## config.mk

```make
export PLATFORM = sky130hd
export DESIGN_NAME = demux_despachante_flat
export DESIGN_NICKNAME = d
export VERILOG_FILES = /design/src/rtl/despacho_pkg.sv /design/src/rtl/demux_despachante_if.sv /design/src/rtl/despacho_fifo.sv /design/src/rtl/demux_despachante.sv /design/src/flat_wrapper.sv
export SDC_FILE = /design/constraint.sdc
export NUM_CORES = 1
export LEC_CHECK = 0
export ABC_AREA = 1
export BUFFER_PORTS_ARGS = -buffer_cell sky130_fd_sc_hd__buf_2
export CAP_MARGIN = 10
export CORE_AREA = 2 2 102 104
export DETAILED_ROUTE_END_ITERATION = 7
export DIE_AREA = 0 0 104 106
export GPL_TIMING_DRIVEN = 0
export PLACE_DENSITY = 0.57
export SLEW_MARGIN = 40
export SYNTH_ARGS = -nofsm -noshare
export SYNTH_HDL_FRONTEND = slang
export SYNTH_SLANG_ARGS = --single-unit
```

## constraint.sdc

```tcl
create_clock -name clk -period 2.5 [get_ports clk]
set_input_delay 0.375 -clock clk [delete_from_list [all_inputs] [get_ports clk]]
set_output_delay 0.375 -clock clk [all_outputs]
set_load 0.02 [all_outputs]
```

## src/rtl/despacho_pkg.sv

```systemverilog
// Shared types for the demux_despachante feeder: FSM state encoding and destination width.
package despacho_pkg;

    localparam int unsigned EndLargura = 3;

    typedef enum logic {
        StOcioso    = 1'b0,
        StApresenta = 1'b1
    } estado_e;

endpackage

```

## src/rtl/demux_despachante_if.sv

```systemverilog
// Upstream valid/ready handshake plus the demux-facing word bus.
// master: the despachante itself; slave: the surrounding environment.
interface demux_despachante_if #(
    parameter int unsigned LARGURA = 8
);
    import despacho_pkg::*;

    logic                  in_valido;
    logic                  in_pronto;
    logic [LARGURA-1:0]    in_dados;
    logic [EndLargura-1:0] in_endereco;

    logic [LARGURA-1:0]    dados;
    logic [EndLargura-1:0] endereco;
    logic                  valido;

    modport master (
        input  in_valido,
        input  in_dados,
        input  in_endereco,
        output in_pronto,
        output dados,
        output endereco,
        output valido
    );

    modport slave (
        output in_valido,
        output in_dados,
        output in_endereco,
        input  in_pronto,
        input  dados,
        input  endereco,
        input  valido
    );

endinterface

```

## src/rtl/despacho_fifo.sv

```systemverilog
// Word FIFO for the despachante: power-of-two depth, wrapping pointers, explicit full flag.
module despacho_fifo #(
    parameter int unsigned LARGURA      = 11,
    parameter int unsigned PROFUNDIDADE = 4,
    localparam int unsigned PtrW        = $clog2(PROFUNDIDADE),
    localparam int unsigned OcupW       = PtrW + 1
) (
    input  logic               clk,
    input  logic               rst,
    input  logic               push_i,
    input  logic               pop_i,
    input  logic [LARGURA-1:0] wdata_i,
    output logic [LARGURA-1:0] rdata_o,
    output logic               cheio_o,
    output logic               vazio_o,
    output logic [OcupW-1:0]   ocupacao_o
);

    logic [LARGURA-1:0] mem_q [PROFUNDIDADE];
    logic [PtrW-1:0]    wr_ptr_q, wr_ptr_d;
    logic [PtrW-1:0]    rd_ptr_q, rd_ptr_d;
    logic               cheio_q, cheio_d;
    logic [OcupW-1:0]   ocup_q, ocup_d;
    logic               push_ok;
    logic               pop_ok;

    // Equal pointers mean empty unless the full flag says otherwise.
    assign vazio_o    = (wr_ptr_q == rd_ptr_q) && !cheio_q;
    assign cheio_o    = cheio_q;
    assign rdata_o    = mem_q[rd_ptr_q];
    assign ocupacao_o = ocup_q;
    assign push_ok    = push_i && !cheio_q;
    assign pop_ok     = pop_i && !vazio_o;

    always_comb begin
        wr_ptr_d = wr_ptr_q;
        rd_ptr_d = rd_ptr_q;
        cheio_d  = cheio_q;
        ocup_d   = ocup_q;
        if (push_ok) begin
            wr_ptr_d = wr_ptr_q + 1'b1;
        end
        if (pop_ok) begin
            rd_ptr_d = rd_ptr_q + 1'b1;
        end
        if (push_ok && !pop_ok) begin
            ocup_d  = ocup_q + 1'b1;
            cheio_d = (wr_ptr_d == rd_ptr_q);
        end else if (pop_ok && !push_ok) begin
            ocup_d  = ocup_q - 1'b1;
            cheio_d = 1'b0;
        end
    end

    always_ff @(posedge clk) begin
        if (rst) begin
            wr_ptr_q <= '0;
            rd_ptr_q <= '0;
            cheio_q  <= 1'b0;
            ocup_q   <= '0;
        end else begin
            wr_ptr_q <= wr_ptr_d;
            rd_ptr_q <= rd_ptr_d;
            cheio_q  <= cheio_d;
            ocup_q   <= ocup_d;
        end
    end

    always_ff @(posedge clk) begin
        if (push_ok) begin
            mem_q[wr_ptr_q] <= wdata_i;
        end
    end

endmodule

```

## src/rtl/demux_despachante.sv

```systemverilog
// Feeds buffered {address, data} words to the DEMUX8x1 stage, each held for HOLD cycles.
// Optional per-destination delivery counters are built when DESPACHO_CONT_EN is defined.
module demux_despachante
    import despacho_pkg::*;
#(
    parameter int unsigned LARGURA      = 8,
    parameter int unsigned PROFUNDIDADE = 4,
    parameter int unsigned HOLD         = 4,
    localparam int unsigned OcupW       = $clog2(PROFUNDIDADE) + 1
) (
    input  logic                  clk,
    input  logic                  rst,
    demux_despachante_if.master   bus,
    output logic [OcupW-1:0]      ocupacao,
    input  logic [EndLargura-1:0] cont_sel,
    output logic [7:0]            cont_val
);

    localparam int unsigned PalavraW          = EndLargura + LARGURA;
    localparam int unsigned HoldW             = (HOLD > 1) ? $clog2(HOLD) : 1;
    localparam logic [HoldW-1:0] HoldInit     = HoldW'(HOLD - 1);

    logic [PalavraW-1:0]   cabeca;
    logic [LARGURA-1:0]    cab_dados;
    logic [EndLargura-1:0] cab_end;
    logic                  cheio;
    logic                  vazio;
    logic                  pop;

    estado_e               estado_q;
    logic [HoldW-1:0]      hold_q;
    logic                  valido_q;
    logic [LARGURA-1:0]    dados_q;
    logic [EndLargura-1:0] end_q;

    assign {cab_end, cab_dados} = cabeca;
    assign bus.in_pronto        = !cheio && !rst;

    despacho_fifo #(
        .LARGURA      (PalavraW),
        .PROFUNDIDADE (PROFUNDIDADE)
    ) u_fifo (
        .clk        (clk),
        .rst        (rst),
        .push_i     (bus.in_valido && bus.in_pronto),
        .pop_i      (pop),
        .wdata_i    ({bus.in_endereco, bus.in_dados}),
        .rdata_o    (cabeca),
        .cheio_o    (cheio),
        .vazio_o    (vazio),
        .ocupacao_o (ocupacao)
    );

    // Pop whenever the current word has finished its hold window (or nothing is shown).
    always_comb begin
        pop = 1'b0;
        case (estado_q)
            StOcioso:    pop = !vazio;
            StApresenta: pop = !vazio && (hold_q == '0);
            default:     pop = 1'b0;
        endcase
    end

    always_ff @(posedge clk) begin
        if (rst) begin
            estado_q <= StOcioso;
            hold_q   <= '0;
            valido_q <= 1'b0;
            dados_q  <= '0;
            end_q    <= '0;
        end else begin
            case (estado_q)
                StOcioso: begin
                    if (pop) begin
                        estado_q <= StApresenta;
                        hold_q   <= HoldInit;
                        valido_q <= 1'b1;
                        dados_q  <= cab_dados;
                        end_q    <= cab_end;
                    end
                end
                StApresenta: begin
                    if (hold_q != '0) begin
                        hold_q <= hold_q - 1'b1;
                    end else if (pop) begin
                        hold_q  <= HoldInit;
                        dados_q <= cab_dados;
                        end_q   <= cab_end;
                    end else begin
                        // Address is left as-is so the demux keeps its last selection.
                        estado_q <= StOcioso;
                        valido_q <= 1'b0;
                        dados_q  <= '0;
                    end
                end
                default: estado_q <= StOcioso;
            endcase
        end
    end

    assign bus.valido   = valido_q;
    assign bus.dados    = dados_q;
    assign bus.endereco = end_q;

`ifdef DESPACHO_CONT_EN
    logic [7:0] cont_q [8];
    logic [7:0] cont_val_q;

    always_ff @(posedge clk) begin
        if (rst) begin
            for (int i = 0; i < 8; i++) begin
                cont_q[i] <= '0;
            end
            cont_val_q <= '0;
        end else begin
            if (pop) begin
                cont_q[cab_end] <= cont_q[cab_end] + 8'd1;
            end
            cont_val_q <= cont_q[cont_sel];
        end
    end

    assign cont_val = cont_val_q;
`else
    logic unused_cont_sel;

    assign unused_cont_sel = ^cont_sel;
    assign cont_val        = '0;
`endif

endmodule

```

## src/flat_wrapper.sv

```systemverilog
// flat-port wrapper written by rule: the top's interface ports become plain ports
module demux_despachante_flat import despacho_pkg::*;
#(
    parameter int unsigned LARGURA      = 8,
    parameter int unsigned PROFUNDIDADE = 4,
    parameter int unsigned HOLD         = 4,
    localparam int unsigned OcupW       = $clog2(PROFUNDIDADE) + 1
)
  (clk, rst, ocupacao, cont_sel, cont_val, bus_in_valido, bus_in_dados, bus_in_endereco, bus_in_pronto, bus_dados, bus_endereco, bus_valido);
  demux_despachante_if #(.LARGURA(LARGURA)) bus_i ();
  input  logic clk;
  input  logic rst;
  output logic [OcupW-1:0] ocupacao;
  input  logic [EndLargura-1:0] cont_sel;
  output logic [7:0] cont_val;
  input wire logic [$bits(bus_i.in_valido)-1:0] bus_in_valido;
  input wire logic [$bits(bus_i.in_dados)-1:0] bus_in_dados;
  input wire logic [$bits(bus_i.in_endereco)-1:0] bus_in_endereco;
  output wire logic [$bits(bus_i.in_pronto)-1:0] bus_in_pronto;
  output wire logic [$bits(bus_i.dados)-1:0] bus_dados;
  output wire logic [$bits(bus_i.endereco)-1:0] bus_endereco;
  output wire logic [$bits(bus_i.valido)-1:0] bus_valido;
  assign bus_i.in_valido = bus_in_valido;
  assign bus_i.in_dados = bus_in_dados;
  assign bus_i.in_endereco = bus_in_endereco;
  assign bus_in_pronto = bus_i.in_pronto;
  assign bus_dados = bus_i.dados;
  assign bus_endereco = bus_i.endereco;
  assign bus_valido = bus_i.valido;
  demux_despachante #(.LARGURA(LARGURA), .PROFUNDIDADE(PROFUNDIDADE), .HOLD(HOLD)) u_core (.clk(clk), .rst(rst), .bus(bus_i), .ocupacao(ocupacao), .cont_sel(cont_sel), .cont_val(cont_val));
endmodule
```

==> impl_metrics.csv <==
group,metric,value,unit
synthesis,muxShareOfSynthArea,0,%
synthesis,synth_compound_area_share,10.7,%
global_routing,antenna_found_initial,0,
sta,tns,0,ns
sta,skew,0.0123,ns
status,outcome,"completed",
sta,worstMarginPinSlew,0.691,ns
floorplan,coreArea,10000,sq um
clocking,cts_buffer_depth,2,
route,drtPass1Iterations,4,
clocking,cts_num_sinks,69,
synthesis,synth_adder_area_share,2.84,%
route,drtIter0Drc,103,
sta,max_clock_freq,450,MHz
synthesis,ys_types,23,
sta,period_minus_slack,2.22,ns
worst_setup_path,cp-start-kind,"register",
synthesis,syn_area_per_cell,10.2,sq um
worst_setup_path,r2r_setup_slack,0.28,ns
synthesis,ys.warnings.count,0,
floorplan,num_rows,37,
placement,place_inst,457,
clocking,root_buffer,"clkbuf_8",
sta,slew_headroom,53.9,%
power_and_ir_drop,powerDensity,1090,nW/um^2
floorplan,die-area,11000,sq um
hold_path,hold_path.class,"input port to register",
route,drc_errors,0,
worst_setup_path,crit_required,2.74,ns
power_and_ir_drop,p_leak,0.00139,uW
clocking,cts_buffers,9,
worst_setup_path,critical_path_class,"register to register",
worst_setup_path,arrival,2.46,ns
route,avgViaCountPerCell,4.30,
layout,final_cells,473,
layout,final_net_count,355,
global_routing,grt_pass1_vias,1954,
floorplan,die_x,104,um
sta,fin_crit_sh,88.8,%
worst_setup_path,cp-end-kind,"register",
layout,final_layout_size_suffix_gt1_share,22.0,%
sta,finalHoldViolations,0,
synthesis,seq_area_frac_synth,62.7,%
clocking,cts_hold_buf,0,
layout,areaGrowthSynthToFinish,18.7,%
run,cap_violations,0,
sta,rsz0062_at_grt,"false",
synthesis,synth_top_family_by_area,"simple AND/OR/NAND/NOR gates",
route,wl,5870,um
clocking,h-tree-depth,3,
floorplan,start_util,29.1,%
placement,dp_hpwl,4000,um
route,wl_per_cell,12.4,um
power_and_ir_drop,vdd_drop_max,0.314,mV
clocking,cts_tree,"built",
synthesis,yosys.area_share.simple,16.0,%
worst_setup_path,cp-startpoint,"u_core.u_fifo.wr_ptr_q[0]",
hold_path,min-delay-start,"bus_in_dados[1]",
synthesis,synth_xor_area_share,0.603,%
sta,drv_slew,0,
worst_setup_path,crit_fanout,7,
placement,port_buffers,28,
worst_setup_path,timing.rr.start,"u_core.u_fifo.wr_ptr_q[0]",
route,ant_nets,0,
route,via_count,2036,
layout,diodes,0,
floorplan,die_h,106,um
global_routing,gr-total-overflow,0,
synthesis,syn_area,2910,sq um
global_routing,grt_max_degree,14,
placement,gp_congestion,0.781,
synthesis,ys_ff_latch,69,
global_routing,grt_pass1_wl,9550,um
clocking,clock_latency,0.35,ns
clocking,clk_pin_slew,0.08,ns
floorplan,io_pins,41,
global_routing,grtUsageTotal,11.4,%
sta,setup_viol,0,
synthesis,synth_cells,286,
[layout by cell type (no fill, tap or decap), drive strengths merged]
| master | netlist | routed |
|---|---|---|
| nand3 | 15 | 15 |
| dfxtp | 25 | 25 |
| a21oi | 23 | 23 |
| clkinv | 0 | 3 |
| o22ai | 3 | 3 |
| edfxtp | 44 | 44 |
| conb | 1 | 8 |
| clkinvlp | 0 | 1 |
| ha | 5 | 5 |
| inv | 23 | 25 |
| o21ai | 31 | 31 |
| xor2 | 2 | 2 |
| buf | 13 | 41 |
| nor2 | 51 | 51 |
| bufinv | 0 | 1 |
| clkbuf | 5 | 14 |
| o31ai | 1 | 1 |
| fa | 1 | 1 |
| nand2 | 43 | 43 |
[final timing paths]
kind	to	cells after the start
hold / removal	u_core.u_fifo.mem_q[0][1]	1
hold reg to reg	u_core.bus.dados[3]	2
setup reg to reg	u_core.u_fifo.ocupacao_o[2]	13
setup / recovery	u_core.u_fifo.ocupacao_o[2]	13
[registers in the layout (all words and copies together), names as in the netlist, named ones only]
signal                    count
u_core.u_fifo.mem_q          44
u_core.bus.dados              8
u_core.bus.endereco           3
u_core.u_fifo.ocupacao_o      3
u_core.hold_q                 2
u_core.u_fifo.rd_ptr_q        2
u_core.u_fifo.wr_ptr_q        2
u_core.bus.valido             1
u_core.estado_q               1
u_core.u_fifo.cheio_o         1
[routing by layer]
layer / vias to the layer above / routed length, um / GRT usage, %
met4: 0 / 125 / 5.89
li1: 1032 / - / -
met2: 56 / 2660 / 18.2
met5: - / 0 / 0
met1: 936 / 2760 / 14.3
met3: 12 / 324 / 3.07
[metrics by stage]
stage	setup slack [ns]	hold slack (ns)	area (sq um)	total power, uW	utilization [%]
floorplan	0.537	0.453	2930	2510	-
global placement	0.352	0.449	3240	2890	32.4
detailed placement	0.288	0.450	3250	2910	32.5
CTS	0.298	0.228	3450	3800	34.5
global route	0.0179	0.229	3450	4030	34.5
finish	0.280	0.238	3450	3770	34.5
[layout make-up]
cell class	count	area, sq um
fill	1042	6550
clock inverter	7	72.6
sequential	69	1820
inverter	23	86.3
multi-input combinational	183	916
tap	136	170
buffer	18	119
clock buffer	9	124
timing repair buffer	28	140
[kinds of logic (layout without fill, tap and decap cells)]
kind of cell | Yosys count | in the layout
buf+inv | 41 | 85
compound gates | 58 | 58
other cells | 1 | 8
xor+xnor | 2 | 2
simple gates | 109 | 109
fa+ha+maj | 6 | 6
flops | 69 | 69
[power by group]
group          leakage [uW]  internal, uW  switching [uW]
Combinational      0.000684           462             900
Clock             0.0000976           463             426
Sequential         0.000606          1400             117
Total               0.00139          2320            1440
[cells in the mapped netlist]
library cell | number | area share [%]
a21oi_1 | 23 | 4.0
buf_2 | 2 | 0.34
buf_4 | 9 | 2.3
buf_6 | 2 | 0.77
clkbuf_1 | 5 | 0.65
conb_1 | 1 | 0.13
dfxtp_1 | 25 | 17
edfxtp_1 | 44 | 45
fa_1 | 1 | 0.69
ha_1 | 5 | 2.2
inv_1 | 18 | 2.3
inv_2 | 5 | 0.65
nand2_1 | 39 | 5.0
nand2_2 | 2 | 0.43
nand2_4 | 2 | 0.77
nand3_1 | 15 | 2.6
nor2_1 | 48 | 6.2
nor2_2 | 1 | 0.22
nor2_4 | 2 | 0.77
o21ai_0 | 31 | 5.3
o22ai_1 | 3 | 0.65
o31ai_4 | 1 | 0.73
xor2_1 | 2 | 0.60
[critical path, cell delays in order, from the launching register on]
cell and delay [ns]:
dfxtp_1 0.42, inv_1 0.13, nand2_1 0.12, nand2_1 0.07, inv_2 0.09, nand2_4 0.09
nand2_4 0.11, ha_1 0.15, inv_1 0.07, fa_1 0.38, a21oi_1 0.15, o21ai_0 0.12
o21ai_0 0.16, a21oi_1 0.06
[timing repair]
| item | 4_1_cts | 5_1_grt |
|---|---|---|
| buffers inserted | 0 | 0 |
| resized for setup | 0 | 1 |
| hold endpoints to repair | 0 | 0 |
| setup endpoints to repair | 0 | 1 |
No activity file was read; power rests on OpenSTA's default activity.
